===== config.mk =====
export PLATFORM = sky130hd
export DESIGN_NAME = max7219_sched
export DESIGN_NICKNAME = d
export VERILOG_FILES = /design/src/rtl/max7219_sched.sv
export SDC_FILE = /design/constraint.sdc
export NUM_CORES = 1
export LEC_CHECK = 0
export ABC_AREA = 1
export CORE_ASPECT_RATIO = 0.9
export CORE_MARGIN = 2
export CORE_UTILIZATION = 26
export CTS_CLUSTER_SIZE = 12
export DETAILED_ROUTE_END_ITERATION = 6
export DONT_BUFFER_PORTS = 1
export PLACE_DENSITY = 0.43
export SLEW_MARGIN = 20
export SYNTH_ARGS = -nofsm -noshare
export SYNTH_HDL_FRONTEND = slang
export SYNTH_SLANG_ARGS = --single-unit

===== constraint.sdc =====
create_clock -name clk -period 7.29 [get_ports clk]
set_clock_uncertainty 0.15 [all_clocks]
set_input_delay 1.458 -clock clk [delete_from_list [all_inputs] [get_ports clk]]
set_output_delay 1.458 -clock clk [all_outputs]
set_load 0.02 [all_outputs]

===== src/rtl/max7219_sched.sv =====
`timescale 1ns/1ps
// max7219_sched: word-level scheduler for a MAX7219 serial link.
// Arbitrates the power-up configuration, digit refresh frames and host raw
// writes onto one 16-bit {addr, data} stream with a valid/ready handshake.
// Ports:
//   clk, resetn          clock (rising edge), async active-low reset
//   intensity/scan_limit/decode_mode  configuration values (regs 0x0A/0x0B/0x09)
//   digits               digit bytes, digit n -> register n+1
//   disp_update          one-cycle refresh request
//   cmd_valid/cmd_word/cmd_ready      host word handshake
//   word_valid/word_data/word_ready   word stream to the bit-serial shifter
//   init_done            init sequence complete
//   busy                 scheduler is not idle
module max7219_sched #(
  parameter int REFRESH_CYCLES = 1000000,
  parameter int NUM_DIGITS     = 8
) (
  input  logic        clk,
  input  logic        resetn,
  input  logic [3:0]  intensity,
  input  logic [2:0]  scan_limit,
  input  logic [7:0]  decode_mode,
  input  logic [63:0] digits,
  input  logic        disp_update,
  input  logic        cmd_valid,
  input  logic [15:0] cmd_word,
  output logic        cmd_ready,
  output logic        word_valid,
  output logic [15:0] word_data,
  input  logic        word_ready,
  output logic        init_done,
  output logic        busy
);

  localparam int              CNT_W      = $clog2(REFRESH_CYCLES);
  localparam logic [CNT_W-1:0] CNT_LAST  = CNT_W'(REFRESH_CYCLES - 1);
  localparam logic [CNT_W-1:0] CNT_ONE   = CNT_W'(1);
  localparam logic [3:0]      LAST_DIGIT = 4'(NUM_DIGITS);
  localparam logic [3:0]      INIT_WORDS = 4'd5;

  typedef enum logic [2:0] {
    ST_INIT    = 3'd0,
    ST_IDLE    = 3'd1,
    ST_CFG     = 3'd2,
    ST_HOST    = 3'd3,
    ST_REFRESH = 3'd4
  } state_t;

  state_t             state_r, state_s;
  logic [3:0]         index_r, index_s;
  logic               word_valid_r;
  logic [15:0]        word_data_r;
  logic               init_done_r;
  logic               refresh_pending_r;
  logic               rr_last_r;          // 1: host served last, 0: refresh
  logic [CNT_W-1:0]   refresh_cnt_r;
  logic [7:0]         sh_decode_r;
  logic [3:0]         sh_intensity_r;
  logic [2:0]         sh_scan_r;
  logic [63:0]        frame_r;
  logic               busy_r;

  logic               xfer_s, can_load_s, tick_s;
  logic               diff_dec_s, diff_int_s, diff_scan_s, cfg_pend_s;
  logic [15:0]        cfg_word_s, init_word_s, load_word_s;
  logic [2:0]         cfg_upd_s;          // {scan, intensity, decode}
  logic               load_s, upd_dec_s, upd_int_s, upd_scan_s;
  logic               done_init_s, frame_start_s, frame_end_s, host_end_s;
  logic               cmd_accept_s;

  assign xfer_s       = word_valid_r & word_ready;
  // A new word may load into an empty slot or into the slot being drained.
  assign can_load_s   = ~word_valid_r | word_ready;
  assign tick_s       = init_done_r & (refresh_cnt_r == CNT_LAST);
  assign diff_dec_s   = (decode_mode != sh_decode_r);
  assign diff_int_s   = (intensity   != sh_intensity_r);
  assign diff_scan_s  = (scan_limit  != sh_scan_r);
  assign cfg_pend_s   = diff_dec_s | diff_int_s | diff_scan_s;
  // Host is blocked while refresh waits and host was the last one served.
  assign cmd_ready    = (state_r == ST_IDLE) & init_done_r & ~cfg_pend_s &
                        (~refresh_pending_r | ~rr_last_r);
  assign cmd_accept_s = cmd_valid & cmd_ready;

  assign word_valid = word_valid_r;
  assign word_data  = word_data_r;
  assign init_done  = init_done_r;
  assign busy       = busy_r;

  // Pick the first changed config register in order 0x09, 0x0A, 0x0B.
  always_comb begin
    cfg_word_s = 16'h0000;
    cfg_upd_s  = 3'b000;
    if (diff_dec_s) begin
      cfg_word_s = {8'h09, decode_mode};
      cfg_upd_s  = 3'b001;
    end else if (diff_int_s) begin
      cfg_word_s = {8'h0A, 4'h0, intensity};
      cfg_upd_s  = 3'b010;
    end else if (diff_scan_s) begin
      cfg_word_s = {8'h0B, 5'b00000, scan_limit};
      cfg_upd_s  = 3'b100;
    end else begin
      cfg_word_s = 16'h0000;
      cfg_upd_s  = 3'b000;
    end
  end

  // Power-up word table indexed by position in the init sequence.
  always_comb begin
    init_word_s = 16'h0000;
    case (index_r)
      4'd0:    init_word_s = 16'h0F00;
      4'd1:    init_word_s = 16'h0C01;
      4'd2:    init_word_s = {8'h09, decode_mode};
      4'd3:    init_word_s = {8'h0A, 4'h0, intensity};
      4'd4:    init_word_s = {8'h0B, 5'b00000, scan_limit};
      default: init_word_s = 16'h0000;
    endcase
  end

  // Next-state logic and word-load decisions.
  always_comb begin
    state_s       = state_r;
    index_s       = index_r;
    load_s        = 1'b0;
    load_word_s   = 16'h0000;
    upd_dec_s     = 1'b0;
    upd_int_s     = 1'b0;
    upd_scan_s    = 1'b0;
    done_init_s   = 1'b0;
    frame_start_s = 1'b0;
    frame_end_s   = 1'b0;
    host_end_s    = 1'b0;
    case (state_r)
      ST_INIT: begin
        if (xfer_s && (index_r == INIT_WORDS)) begin
          done_init_s = 1'b1;
          index_s     = 4'd0;
          state_s     = ST_IDLE;
        end else if (can_load_s && (index_r < INIT_WORDS)) begin
          load_s      = 1'b1;
          load_word_s = init_word_s;
          upd_dec_s   = (index_r == 4'd2);
          upd_int_s   = (index_r == 4'd3);
          upd_scan_s  = (index_r == 4'd4);
          index_s     = index_r + 4'd1;
        end else begin
          state_s = ST_INIT;
        end
      end
      ST_IDLE: begin
        if (cfg_pend_s) begin
          load_s      = 1'b1;
          load_word_s = cfg_word_s;
          upd_dec_s   = cfg_upd_s[0];
          upd_int_s   = cfg_upd_s[1];
          upd_scan_s  = cfg_upd_s[2];
          state_s     = ST_CFG;
        end else if (cmd_accept_s) begin
          load_s      = 1'b1;
          load_word_s = cmd_word;
          state_s     = ST_HOST;
        end else if (refresh_pending_r) begin
          // First digit comes straight from the inputs; the snapshot covers the rest.
          frame_start_s = 1'b1;
          load_s        = 1'b1;
          load_word_s   = {8'h01, digits[7:0]};
          index_s       = 4'd1;
          state_s       = ST_REFRESH;
        end else begin
          state_s = ST_IDLE;
        end
      end
      ST_CFG: begin
        if (xfer_s) begin
          if (cfg_pend_s) begin
            load_s      = 1'b1;
            load_word_s = cfg_word_s;
            upd_dec_s   = cfg_upd_s[0];
            upd_int_s   = cfg_upd_s[1];
            upd_scan_s  = cfg_upd_s[2];
          end else begin
            state_s = ST_IDLE;
          end
        end else begin
          state_s = ST_CFG;
        end
      end
      ST_HOST: begin
        if (xfer_s) begin
          host_end_s = 1'b1;
          state_s    = ST_IDLE;
        end else begin
          state_s = ST_HOST;
        end
      end
      ST_REFRESH: begin
        if (xfer_s) begin
          if (index_r == LAST_DIGIT) begin
            frame_end_s = 1'b1;
            index_s     = 4'd0;
            state_s     = ST_IDLE;
          end else begin
            load_s      = 1'b1;
            load_word_s = {4'h0, index_r + 4'd1, frame_r[{index_r[2:0], 3'b000} +: 8]};
            index_s     = index_r + 4'd1;
          end
        end else begin
          state_s = ST_REFRESH;
        end
      end
      default: begin
        state_s = ST_INIT;
        index_s = 4'd0;
      end
    endcase
  end

  // State, word slot, shadows, arbitration and refresh timer registers.
  always_ff @(posedge clk or negedge resetn) begin
    if (!resetn) begin
      state_r           <= ST_INIT;
      index_r           <= 4'd0;
      word_valid_r      <= 1'b0;
      word_data_r       <= 16'h0000;
      init_done_r       <= 1'b0;
      refresh_pending_r <= 1'b0;
      rr_last_r         <= 1'b0;
      refresh_cnt_r     <= '0;
      sh_decode_r       <= 8'h00;
      sh_intensity_r    <= 4'h0;
      sh_scan_r         <= 3'b000;
      frame_r           <= 64'h0;
      busy_r            <= 1'b1;
    end else begin
      state_r <= state_s;
      index_r <= index_s;
      busy_r  <= (state_s != ST_IDLE);

      if (load_s) begin
        word_valid_r <= 1'b1;
        word_data_r  <= load_word_s;
      end else if (xfer_s) begin
        word_valid_r <= 1'b0;
      end else begin
        word_valid_r <= word_valid_r;
      end

      if (done_init_s) begin
        init_done_r <= 1'b1;
      end else begin
        init_done_r <= init_done_r;
      end

      // New requests win over the clear so a request at frame entry yields one more frame.
      if (tick_s || disp_update || done_init_s) begin
        refresh_pending_r <= 1'b1;
      end else if (frame_start_s) begin
        refresh_pending_r <= 1'b0;
      end else begin
        refresh_pending_r <= refresh_pending_r;
      end

      if (host_end_s) begin
        rr_last_r <= 1'b1;
      end else if (frame_end_s) begin
        rr_last_r <= 1'b0;
      end else begin
        rr_last_r <= rr_last_r;
      end

      if (tick_s) begin
        refresh_cnt_r <= '0;
      end else if (init_done_r) begin
        refresh_cnt_r <= refresh_cnt_r + CNT_ONE;
      end else begin
        refresh_cnt_r <= refresh_cnt_r;
      end

      if (frame_start_s) begin
        frame_r <= digits;
      end else begin
        frame_r <= frame_r;
      end

      if (upd_dec_s) begin
        sh_decode_r <= decode_mode;
      end else begin
        sh_decode_r <= sh_decode_r;
      end
      if (upd_int_s) begin
        sh_intensity_r <= intensity;
      end else begin
        sh_intensity_r <= sh_intensity_r;
      end
      if (upd_scan_s) begin
        sh_scan_r <= scan_limit;
      end else begin
        sh_scan_r <= sh_scan_r;
      end
    end
  end

endmodule


Yosys cells after proc, flatten, opt, wreduce, memory -nomap -nowiden
Index checks and enable logic that the tools add are counted.
{"block": "classes", "add_sub_neg": 2, "magnitude_cmp": 1, "n_eq_ne": 20, "shifts": 1, "mux": 79, "bitwise": 15, "reduce_logical": 12}
{"operator": "$mux W16", "count": 7}
{"operator": "$pmux W16 S4", "count": 1}
{"operator": "$shiftx A64 B7 Y8", "count": 1}
{"operator": "$pmux W12 S5", "count": 1}
{"operator": "$mux W12", "count": 4}
{"operator": "$mux W20", "count": 2}
{"operator": "$mux W1", "count": 37}
{"operator": "$mux W3", "count": 12}
{"operator": "$mux W4", "count": 7}
{"operator": "$add A20 B1 Y20 const B", "count": 1}
{"operator": "$eq A20 B20 Y1 const B", "count": 1}
{"operator": "$pmux W4 S4", "count": 1}
{"operator": "$pmux W3 S5", "count": 1}
{"operator": "$mux W9", "count": 1}
{"operator": "$pmux W1 S3", "count": 3}
{"operator": "$eq A4 B2 Y1 const B", "count": 2}
{"operator": "$eq A4 B3 Y1 const B", "count": 2}
{"operator": "$ne A2 B2 Y1 const B", "count": 4}
{"operator": "$ne A8 B8 Y1", "count": 1}
{"operator": "$reduce_bool A2 Y1", "count": 4}
{"operator": "$and A1 B1 Y1", "count": 6}
{"operator": "$eq A3 B2 Y1 const B", "count": 2}
{"operator": "$reduce_and A6 Y1", "count": 1}
{"operator": "$not A1 Y1", "count": 5}
{"operator": "other kinds (18)", "count": 23}
{"block": "word_totals", "register_bits": 127, "input_bits": 100, "wordCells": 143}

Logic depth before layout (Yosys ltp)
{"block": "depth", "word_depth": 12, "mapped_depth": 15, "depth_no_buf": 15}

Least setup slack after synthesis
Ideal clock, no wire load.
{"block": "synth_timing", "path_kind": "input port to output port", "from": "input port intensity[2]", "to": "output port cmd_ready", "arrival_time_ns": 2.481, "t_required_ns": 5.682, "path_slack_ns": 3.201, "cell_stages": 9, "n_path_buf": 1, "cell_sequence": "inv_2 > nand2_1 > nand2_1 > nor2_4 > nand2_4 > nor2_8 > nand3_2 > buf_6 > nor2_1"}
{"block": "synth_via", "elab_chain_len": 6}
{"element": "start: declaration", "line": "20", "text": "input logic [3:0] intensity,"}
{"element": "$ne A4 B4 Y1", "line": "76", "text": "assign diff_int_s = (intensity != sh_intensity_r);"}
{"element": "$or A1 B1 Y1 (2 in a row)", "line": "78", "text": "assign cfg_pend_s = diff_dec_s | diff_int_s | diff_scan_s;"}
{"element": "$not A1 Y1", "line": "80", "text": "assign cmd_ready = (state_r == ST_IDLE) & init_done_r & ~cfg_pend_s &"}
{"element": "$and A1 B1 Y1 (2 in a row)", "line": "80"}
{"element": "end: declaration", "line": "27", "text": "output logic cmd_ready,"}
No other way between the ends.

Worst setup path in the final report
{"block": "layout_timing", "from": "input port decode_mode[6]", "to": "output port cmd_ready"}
{"block": "layout_via", "elab_chain_len": 6}
{"element": "start: declaration", "line": "22", "text": "input logic [7:0] decode_mode,"}
{"element": "$ne A8 B8 Y1", "line": "75", "text": "assign diff_dec_s = (decode_mode != sh_decode_r);"}
{"element": "$or A1 B1 Y1 (2 in a row)", "line": "78"}
{"element": "$not A1 Y1", "line": "80"}
{"element": "$and A1 B1 Y1 (2 in a row)", "line": "80"}
No other way between the ends.

==> results.cfg <==
[power_and_ir_drop]
combPwrFrac = 0.075
clkPwrFrac = 0.473
seqPwrFrac = 0.453
ir_worst_vdd_v = 0.000122
intPower_mw = 1.32
sw_frac_of_total = 0.273
powerDensity_mw_per_mm2 = 232
power.leakage_nw = 3.85
p_sw_mw = 0.497

[placed_design]
dp_hpwl_um = 16400
port_buffers = 0
gp_congestion = 0.845

[flow_run]
maxCapViolations = 0

[grt]
grt_pass1_vias = 5930
antenna_found_initial = 2
grt_max_degree = 128
grt.met3_usage = 0.0556
track_usage = 0.162
grt_overflow_total = 0
busiest_layer = met2
grt_first_pass_wirelength_um = 35100
globalRouteMet2Util = 0.235
met1_usage = 0.227

[clocking]
cts_resized = 0
post_cts_buffers = 0
cts_max_level = 4
cts_buffers = 17
cts_max_path_buffers = 2
clk_latency_ns = 0.43
holdBufCountCts = 0
cts_tree = done
clock-sinks = 127
clk_pin_slew_ns = 0.06
cts-root-buf = clkbuf_16

[yosys]
yosysSeqAreaShare = 0.455
synth_ff_type = dfrtp_1
ys_ff_latch = 127
syn_avg_cell_area_sq_um = 7.43
syn_area_sq_mm = 0.00699
synth_edf_count = 0
synth.net_count = 1046
synth_top_area_cell = dfrtp_1
netlist_instances = 941
synth_top_area_share = 0.451
synth_area_leaders = dfrtp_1 45%, nand2_1 17%, inv_1 6.1%, o21ai_0 5.7%, nand3_1 3.9%
synthArstFlopShare = 1.00
ys_types = 46
yosysWarnings = 0

[worst_setup_path]
critical_path_class = in2out
crit_path_max_incr_delay_ns = 0.55
critPathArrivalTime_ns = 3.04
cp-start-kind = input port
slowest_stage = nor2_1
endpoint_kind = output pin
crit_buf_inv = 1
cp_cell_sequence = inv_1 > nand2_1 > nand2_1 > nor2_1 > nand2_1 > nor2_4 > nand3_2 > nor2_1
worstPathRequired_ns = 5.68
critPathMaxFanout = 11
cp_common_cell = nand2_1
path_delay_family = simple AND/OR/NAND/NOR gates

[timing]
fmax_mhz = 215
rsz0062_at_grt = no
final-hold-violation-count = 0
min_period_over_period = 0.637
fin_crit_ns = 4.65
final.setup.tns_ns = 0
setup_violations = 0
hold_ws_ns = 0.321
worstMarginPinSlew_ns = 0.915
drv_slew = 0
relSlewSlack = 0.389

[detailed_routing]
dr.pass1.iters = 5
drc_errors = 0
wl_per_cell_um = 17.3
vias = 6143
via_per_inst = 4.75
postRouteAntennaNets = 0
finalWirelength_um = 22300
drtIter0Drc = 454

[finish]
syn_to_final_growth_pct = 12.3
drive_above_1_share = 0.0742
final_nets = 1036
seq_area_sq_mm = 0.00318
fillers = 2890
multiInputGateArea_sq_mm = 0.00314

[floorplan]
rows = 56
core_sq_mm = 0.0263
fp.dieArea_sq_mm = 0.0282
fp.dieW_um = 177
die_h_um = 160
ios = 120
initial_core_util = 0.266

[worst_hold_path]
holdCritPathClass = reg2reg

[outcome]
status = finished clean
-- kinds of logic after synthesis --
logic type,Yosys count,share of synthesized area
and+or+nand+nor,474,0.293
AOI/OAI and AO/OA,170,0.139
buffers and inverters,159,0.0965
DFF,127,0.455
xor gates and xnor gates,5,0.00626
adders and majority gates,5,0.00895
muxes,1,0.00161
-- cell usage after synthesis (3+ instances only) --
cell / count
buf_6: 8
nand3_2: 3
nand3_1: 54
inv_2: 10
o22ai_1: 8
clkbuf_1: 15
o21ai_0: 79
nor3_1: 17
inv_1: 114
dfrtp_1: 126
a21oi_1: 37
a22o_1: 4
buf_2: 5
buf_4: 3
o211ai_1: 16
xor2_1: 4
nand2_1: 308
o21ai_1: 12
nor2_1: 52
nand4_1: 18
ha_1: 5
a31oi_1: 4
nor2_4: 3
nor4_1: 4
nand2_2: 4
-- worst paths after layout --
path                                          end            from  cells after the start  slack (ns)
worst min register to register        frame_r[39]     frame_r[39]                      2        0.32
worst max-delay path                    cmd_ready  decode_mode[6]                      8        2.64
worst max register to register        frame_r[24]  sh_decode_r[6]                     13        3.46
min in group asynchronous       sh_intensity_r[3]          resetn                      0        0.59
worst min-delay path                  frame_r[39]     frame_r[39]                      2        0.32
max in group asynchronous                    busy          resetn                      0        6.17
-- state kept, by name, indices dropped and copies added (netlist names) --
name and flops:
init_done 1, sh_intensity_r 4, index_r 4, rr_last_r 1
sh_scan_r 3, refresh_cnt_r 20, refresh_pending_r 1, word_data 16
busy 1, word_valid 1, frame_r 64, sh_decode_r 8
state_r 3
-- cell type report --
type,count,area share
Sequential cell,127,0.405
Multi-Input combinational cell,655,0.400
Inverter,126,0.0603
Clock buffer,19,0.0577
Tap cell,348,0.0555
Clock inverter,12,0.0174
Timing Repair Buffer,4,0.00383
Antenna cell,1,0.000319
-- worst min-delay path: cells and delay by family, from the launching register on --
family,cells,cell delay (ns)
AND/OR/NAND/NOR,2,0.10
flip-flops,1,0.34
-- routing by layer --
layer  vias to the layer above  share of wire
li1                       3034              -
met1                      2917           0.48
met2                       166           0.43
met3                        24          0.078
met4                         2          0.017
met5                         -        0.00072
-- power by group through the flow --
stage          logic, mW  clock network, mW  registers [mW]
5_1_grt            0.159              0.917           0.832
2_1_floorplan      0.113                  0           0.819
4_1_cts            0.137              0.882           0.826
3_3_place_gp       0.136                  0           0.839
6_report           0.136              0.861           0.824
3_5_place_dp       0.137                  0           0.837
-- placed cells by master (no fill, tap or decap), drive strengths merged --
cell type	netlist	routed
o211ai	16	16
nor4	4	4
clkbuf	15	19
nand2	314	314
bufinv	0	2
clkinv	2	5
o21ai	91	91
or2	3	3
a21oi	39	39
nand4	19	19
o41ai	1	1
buf	18	4
nor3	18	18
clkinvlp	0	6
inv	124	125
mux2	1	1
a22o	4	4
a221oi	1	1
a22oi	1	1
nor2	58	58
o221ai	2	2
ha	5	5
and3	1	1
nand3	57	57
o2111ai	2	2
o22ai	9	9
dfrtp	126	126
xor2	4	4
dfstp	1	1
diode	0	1
a31oi	4	4
xnor2	1	1
-- stage by stage --
step                cell area [sq um]  worst slack (ns)  utilization  power [mW]  instances
floorplan                        6990              3.20            -       0.932        941
global placement                 7260              2.38        0.276       0.975       1260
detailed placement               7260              2.22        0.276       0.974       1260
CTS                              7850              2.66        0.299        1.84       1291
global route                     7850              2.40        0.299        1.91       1292
finish                           7850              2.64        0.299        1.82       1292
(Power assumes the default switching activity.)
